$ cat config.mk
export PLATFORM = sky130hd
export DESIGN_NAME = pmem_arbiter
export DESIGN_NICKNAME = d
export VERILOG_FILES = /design/src/rtl/pmem_arbiter.sv
export SDC_FILE = /design/constraint.sdc
export NUM_CORES = 1
export LEC_CHECK = 0
export ABC_CLOCK_PERIOD_IN_PS = 12300
export CELL_PAD_IN_SITES_DETAIL_PLACEMENT = 1
export CELL_PAD_IN_SITES_GLOBAL_PLACEMENT = 2
export CORE_AREA = 3 3 277 279
export CTS_CLUSTER_DIAMETER = 80
export DETAILED_ROUTE_END_ITERATION = 10
export DIE_AREA = 0 0 280 282
export PLACE_DENSITY = 0.59
export SYNTH_ARGS = -nofsm -noshare
export SYNTH_HDL_FRONTEND = slang
export SYNTH_SLANG_ARGS = --single-unit
$ cat constraint.sdc
create_clock -name clk -period 12.3 [get_ports clk]
set_input_delay 2.46 -clock clk [delete_from_list [all_inputs] [get_ports clk]]
set_output_delay 2.46 -clock clk [all_outputs]
set_load 0.01 [all_outputs]
$ cat src/rtl/pmem_arbiter.sv
`default_nettype none
// ============================================================================
//  Module   : pmem_arbiter
//  Purpose  : Shares one line-wide physical memory port between the I-cache
//             miss path (read-only) and the D-side victim-cache path
//             (read/write). One requester is served at a time, alternating
//             on simultaneous requests, with a saturating counter of cycles
//             in which the non-owner was kept waiting.
//  Ports    : clk, rst            - clock, async active-high reset
//             i_mem_*             - I-side request / response
//             d_mem_*             - D-side request / response
//             pmem_*              - physical memory port
//             clr_stats           - synchronous clear of contention_count
//             busy                - high while a transaction is in service
//             contention_count    - saturating contention cycle counter
//  Revision : 1.0  initial release
// ============================================================================
module pmem_arbiter #(
    parameter int ADDR_W = 16,
    parameter int DATA_W = 128,
    parameter int CNT_W  = 16
) (
    input  logic              clk,
    input  logic              rst,
    // I-side (read only)
    input  logic              i_mem_read,
    input  logic [ADDR_W-1:0] i_mem_address,
    output logic              i_mem_resp,
    output logic [DATA_W-1:0] i_mem_rdata,
    // D-side (read / write)
    input  logic              d_mem_read,
    input  logic              d_mem_write,
    input  logic [ADDR_W-1:0] d_mem_address,
    input  logic [DATA_W-1:0] d_mem_wdata,
    output logic              d_mem_resp,
    output logic [DATA_W-1:0] d_mem_rdata,
    // physical memory
    output logic              pmem_read,
    output logic              pmem_write,
    output logic [ADDR_W-1:0] pmem_address,
    output logic [DATA_W-1:0] pmem_wdata,
    input  logic [DATA_W-1:0] pmem_rdata,
    input  logic              pmem_resp,
    // statistics
    input  logic              clr_stats,
    output logic              busy,
    output logic [CNT_W-1:0]  contention_count
);

    typedef enum logic [1:0] {
        ST_IDLE    = 2'd0,
        ST_SERVE_I = 2'd1,
        ST_SERVE_D = 2'd2
    } state_t;

    localparam logic [CNT_W-1:0] c_cnt_one = {{(CNT_W-1){1'b0}}, 1'b1};
    localparam logic [CNT_W-1:0] c_cnt_max = {CNT_W{1'b1}};

    state_t              state_q;
    logic                last_grant_d_q;   // 1: D-side won the previous grant
    logic                pmem_read_q;
    logic                pmem_write_q;
    logic [ADDR_W-1:0]   pmem_address_q;
    logic [DATA_W-1:0]   pmem_wdata_q;
    logic [CNT_W-1:0]    cnt_q;

    logic w_i_req;
    logic w_d_req;
    logic w_grant_i;
    logic w_grant_d;
    logic w_contend;

    assign w_i_req = i_mem_read;
    assign w_d_req = d_mem_read | d_mem_write;

    // On a tie the side that did not win last time takes the grant.
    assign w_grant_i = w_i_req & (~w_d_req | last_grant_d_q);
    assign w_grant_d = w_d_req & (~w_i_req | ~last_grant_d_q);

    // A contention cycle: the other side is asking while someone is served.
    assign w_contend = ((state_q == ST_SERVE_I) & w_d_req) |
                       ((state_q == ST_SERVE_D) & w_i_req);

    always_ff @(posedge clk or posedge rst) begin
        if (rst) begin
            state_q        <= ST_IDLE;
            last_grant_d_q <= 1'b1;
            pmem_read_q    <= 1'b0;
            pmem_write_q   <= 1'b0;
            pmem_address_q <= '0;
            pmem_wdata_q   <= '0;
            cnt_q          <= '0;
        end else begin
            // Clear wins over a same-cycle increment.
            if (clr_stats) begin
                cnt_q <= '0;
            end else if (w_contend && (cnt_q != c_cnt_max)) begin
                cnt_q <= cnt_q + c_cnt_one;
            end

            case (state_q)
                ST_IDLE: begin
                    if (w_grant_i) begin
                        state_q        <= ST_SERVE_I;
                        last_grant_d_q <= 1'b0;
                        pmem_read_q    <= 1'b1;
                        pmem_write_q   <= 1'b0;
                        pmem_address_q <= i_mem_address;
                        pmem_wdata_q   <= '0;
                    end else if (w_grant_d) begin
                        state_q        <= ST_SERVE_D;
                        last_grant_d_q <= 1'b1;
                        // A write request dominates a simultaneous read.
                        pmem_read_q    <= ~d_mem_write;
                        pmem_write_q   <= d_mem_write;
                        pmem_address_q <= d_mem_address;
                        pmem_wdata_q   <= d_mem_wdata;
                    end
                end
                ST_SERVE_I, ST_SERVE_D: begin
                    // The command registers hold until completion, so
                    // requester input changes during service are ignored.
                    if (pmem_resp) begin
                        state_q        <= ST_IDLE;
                        pmem_read_q    <= 1'b0;
                        pmem_write_q   <= 1'b0;
                        pmem_address_q <= '0;
                        pmem_wdata_q   <= '0;
                    end
                end
                default: begin
                    state_q        <= ST_IDLE;
                    pmem_read_q    <= 1'b0;
                    pmem_write_q   <= 1'b0;
                    pmem_address_q <= '0;
                    pmem_wdata_q   <= '0;
                end
            endcase
        end
    end

    assign pmem_read        = pmem_read_q;
    assign pmem_write       = pmem_write_q;
    assign pmem_address     = pmem_address_q;
    assign pmem_wdata       = pmem_wdata_q;
    assign busy             = (state_q != ST_IDLE);
    assign contention_count = cnt_q;

    // Completion is forwarded in the same cycle as pmem_resp.
    assign i_mem_resp  = (state_q == ST_SERVE_I) & pmem_resp;
    assign d_mem_resp  = (state_q == ST_SERVE_D) & pmem_resp;
    assign i_mem_rdata = pmem_rdata;
    assign d_mem_rdata = pmem_rdata;

endmodule
`default_nettype wire

==> results.json <==
{
  "regArea_um2": 4130,
  "dr_wl_met3_um": 3160,
  "synthFlopType": "dfrtp_1",
  "leakage_nw": 4.60,
  "vias": 5785,
  "synth_area_leaders": "dfrtp_1, buf_4, a22o_1",
  "floorplan.initialDensity_pct": 11.2,
  "cts_tree": "done",
  "cts_resized": 0,
  "grt_usage_pct": 7.43,
  "firstDrtPassIters": 4,
  "worstReg2RegStart": "state_q[1]$_DFFE_PP0P_",
  "synth_edf_count": 0,
  "die_height_um": 282,
  "switching_share_pct": 35.0,
  "multi_input_area_um2": 2090,
  "synth_seq_cells": 165,
  "drt-met1-wl_um": 11100,
  "rsz0062_at_grt": "no",
  "avgSynthCellArea_um2": 11.4,
  "row_count": 100,
  "drv_cap": 0,
  "dp_hpwl_um": 21900,
  "clkSlewWorstSetupHoldPaths_ns": 0.07,
  "portBuffers": 331,
  "switchingPower_uw": 923,
  "pwr-share-clk_pct": 23.3,
  "cp.required_ns": 9.84,
  "hold_viol_final": 0,
  "ant_nets": 0,
  "gr-total-overflow": 0,
  "yosys-top-cells-count": "buf_4, dfrtp_1, a22o_1, and2_1, buf_2",
  "post_cts_buffers": 0,
  "slew_headroom_pct": 37.1,
  "die_x_um": 280,
  "fp.coreArea_um2": 74400,
  "p_seq_share_pct": 34.3,
  "place.gp.congestion": 0.651,
  "finalClockSkew_ns": 0.0129,
  "highest_layer": "met4",
  "insertion_delay_ns": 0.47,
  "ys_seq_area_share_pct": 49.7,
  "combPwrFrac_pct": 42.4,
  "numCtsBuffers": 17,
  "min_period_over_period_pct": 50.0,
  "viasPerCell": 3.26,
  "yosysTopAreaCell": "dfrtp_1",
  "cts-root-buf": "clkbuf_16",
  "drt-total-wl_um": 30100,
  "synth_area_um2": 8310,
  "netlist_instances": 731,
  "synth_top_area_share_pct": 49.4,
  "antenna_found_initial": 0,
  "grt_pass1_vias": 6452,
  "clock_sinks": 165,
  "status": "completed",
  "worst_pin_slew_ns": 0.943,
  "fmax_mhz": 163,
  "crit_start": "pmem_resp",
  "grt_max_degree": 106,
  "async_flop_share_pct": 100,
  "layout.nets": 1092,
  "die_area_um2": 79000,
  "min_from": "pmem_read$_DFFE_PP0P_",
  "drc": 0,
  "cts.path.max_buffers": 2,
  "h-tree-depth": 4,
  "io_pins": 716,
  "finalSetupTns_ns": 0,
  "crit_fanout": 3,
  "synth_cell_type_count": 40,
  "grt_pass1_wl_um": 43400,
  "endpoint_kind": "primary output",
  "met2_length_um": 14000,
  "wl_per_cell_um": 16.9,
  "fillers": 8534,
  "syn_nets": 1030,
  "final_cell_area_um2": 11500,
  "setup-violations-final": 0,
  "peakVddDrop_mv": 0.0792,
  "drv_slew": 0,
  "p_int_mw": 1.72,
  "power_density_nw_per_um2": 230,
  "first_iter_violations": 181,
  "fin_crit_ns": 6.15,
  "yosysWarningCount": 0,
  "syn_to_final_growth_pct": 38.1,
  "hold_buffers": 0,
  "drive_above_1_share_pct": 6.58,
  "holdCritPathClass": "flop to flop",
  "path_class": "primary input to primary output",
  "startpoint_type": "primary input",
  "yosys.cell_count.top_type": "buf_4",
  "dpl-instance-area_um2": 10800,
  "arrival_ns": 3.69
}
placed cells by master, fill, tap and decap left out, types with 2 or more instances in the layout:
cell type          n
or4_1              8
inv_1              6
nor4_1             2
o21ai_0            5
a22o_1           129
inv_8              4
nor3_1             2
buf_4              8
nand4_1            3
and2_1            18
nand3_1            8
or3_1              2
a21oi_1           14
mux2_2             3
clkdlybuf4s50_1  331
inv_6              4
dfrtp_1          164
and4_2             2
nand2_1           11
clkbuf_16         17
ha_1               4
a21o_1             4
nor2_1             5
a221o_1           15
clkinv_4           2
o31ai_1            9
bufinv_16          4
nor2b_1            3
worst max-delay path, stage by stage:
cell and delay (ns):
clkdlybuf4s50_1 0.50, and2_1 0.17, clkdlybuf4s50_1 0.55
final timing paths:
kind | slack [ns] | to | depth (start not counted)
setup / recovery | 6.15 | i_mem_resp | 3
hold / removal | 0.48 | pmem_read$_DFFE_PP0P_ | 1
setup reg to reg | 9.54 | pmem_address[8]$_DFFE_PP0P_ | 7
hold reg to reg | 0.48 | pmem_read$_DFFE_PP0P_ | 1
max in group asynchronous | 8.38 | pmem_wdata[103]$_DFFE_PP0P_ | 3
min in group asynchronous | 2.51 | pmem_wdata[43]$_DFFE_PP0P_ | 2
sequential cells by signal, indices dropped and copies added (netlist names):
| signal | count |
|---|---|
| state_q | 2 |
| pmem_write | 1 |
| pmem_read | 1 |
| contention_count | 16 |
| last_grant_d_q | 1 |
| pmem_address | 16 |
| pmem_wdata | 128 |
metal layers:
metal	GRT usage [%]	vias to the layer above
met5	0	-
met4	5.48	0
met3	3.63	132
met2	11.8	324
met1	7.60	2869
li1	-	2460
power by group through the flow:
stage,clock [mW],sequential (mW),combinational (mW)
floorplan,0,1.00,0.438
global placement,0,0.907,1.13
detailed placement,0,0.915,1.14
CTS,0.655,0.909,1.15
global route,0.670,0.936,1.20
finish,0.615,0.904,1.12
per-stage QoR:
stage	instances	hold slack [ns]	power, mW	utilization [%]	worst slack, ns
CTS	1774	0.495	2.71	15.4	6.13
floorplan	731	0.467	1.44	-	5.38
finish	1775	0.483	2.64	15.4	6.15
global route	1774	0.515	2.81	15.4	6.09
detailed placement	1743	0.473	2.06	14.6	6.14
global placement	1743	0.471	2.04	14.6	6.14
area by class of cell:
class | instances | share of cell area, %
sequential | 165 | 36.0
timing repair buffer | 339 | 29.4
multi-input combinational | 263 | 18.2
tap | 969 | 10.6
clock buffer | 17 | 3.71
clock inverter | 14 | 1.86
inverter | 7 | 0.294
antenna | 1 | 0.0218
cells by family (layout without fill, tap and decap cells):
group | Yosys count | in the layout | synth area share [%]
buffers and inverters | 303 | 377 | 25.6
and+or+nand+nor | 73 | 73 | 5.21
muxes | 4 | 4 | 0.527
adders and majority gates | 4 | 4 | 0.602
AOI/OAI and AO/OA | 182 | 182 | 18.4
DFF | 165 | 165 | 49.7
other | 0 | 1 | 0
No activity file was read; power rests on OpenSTA's default activity.
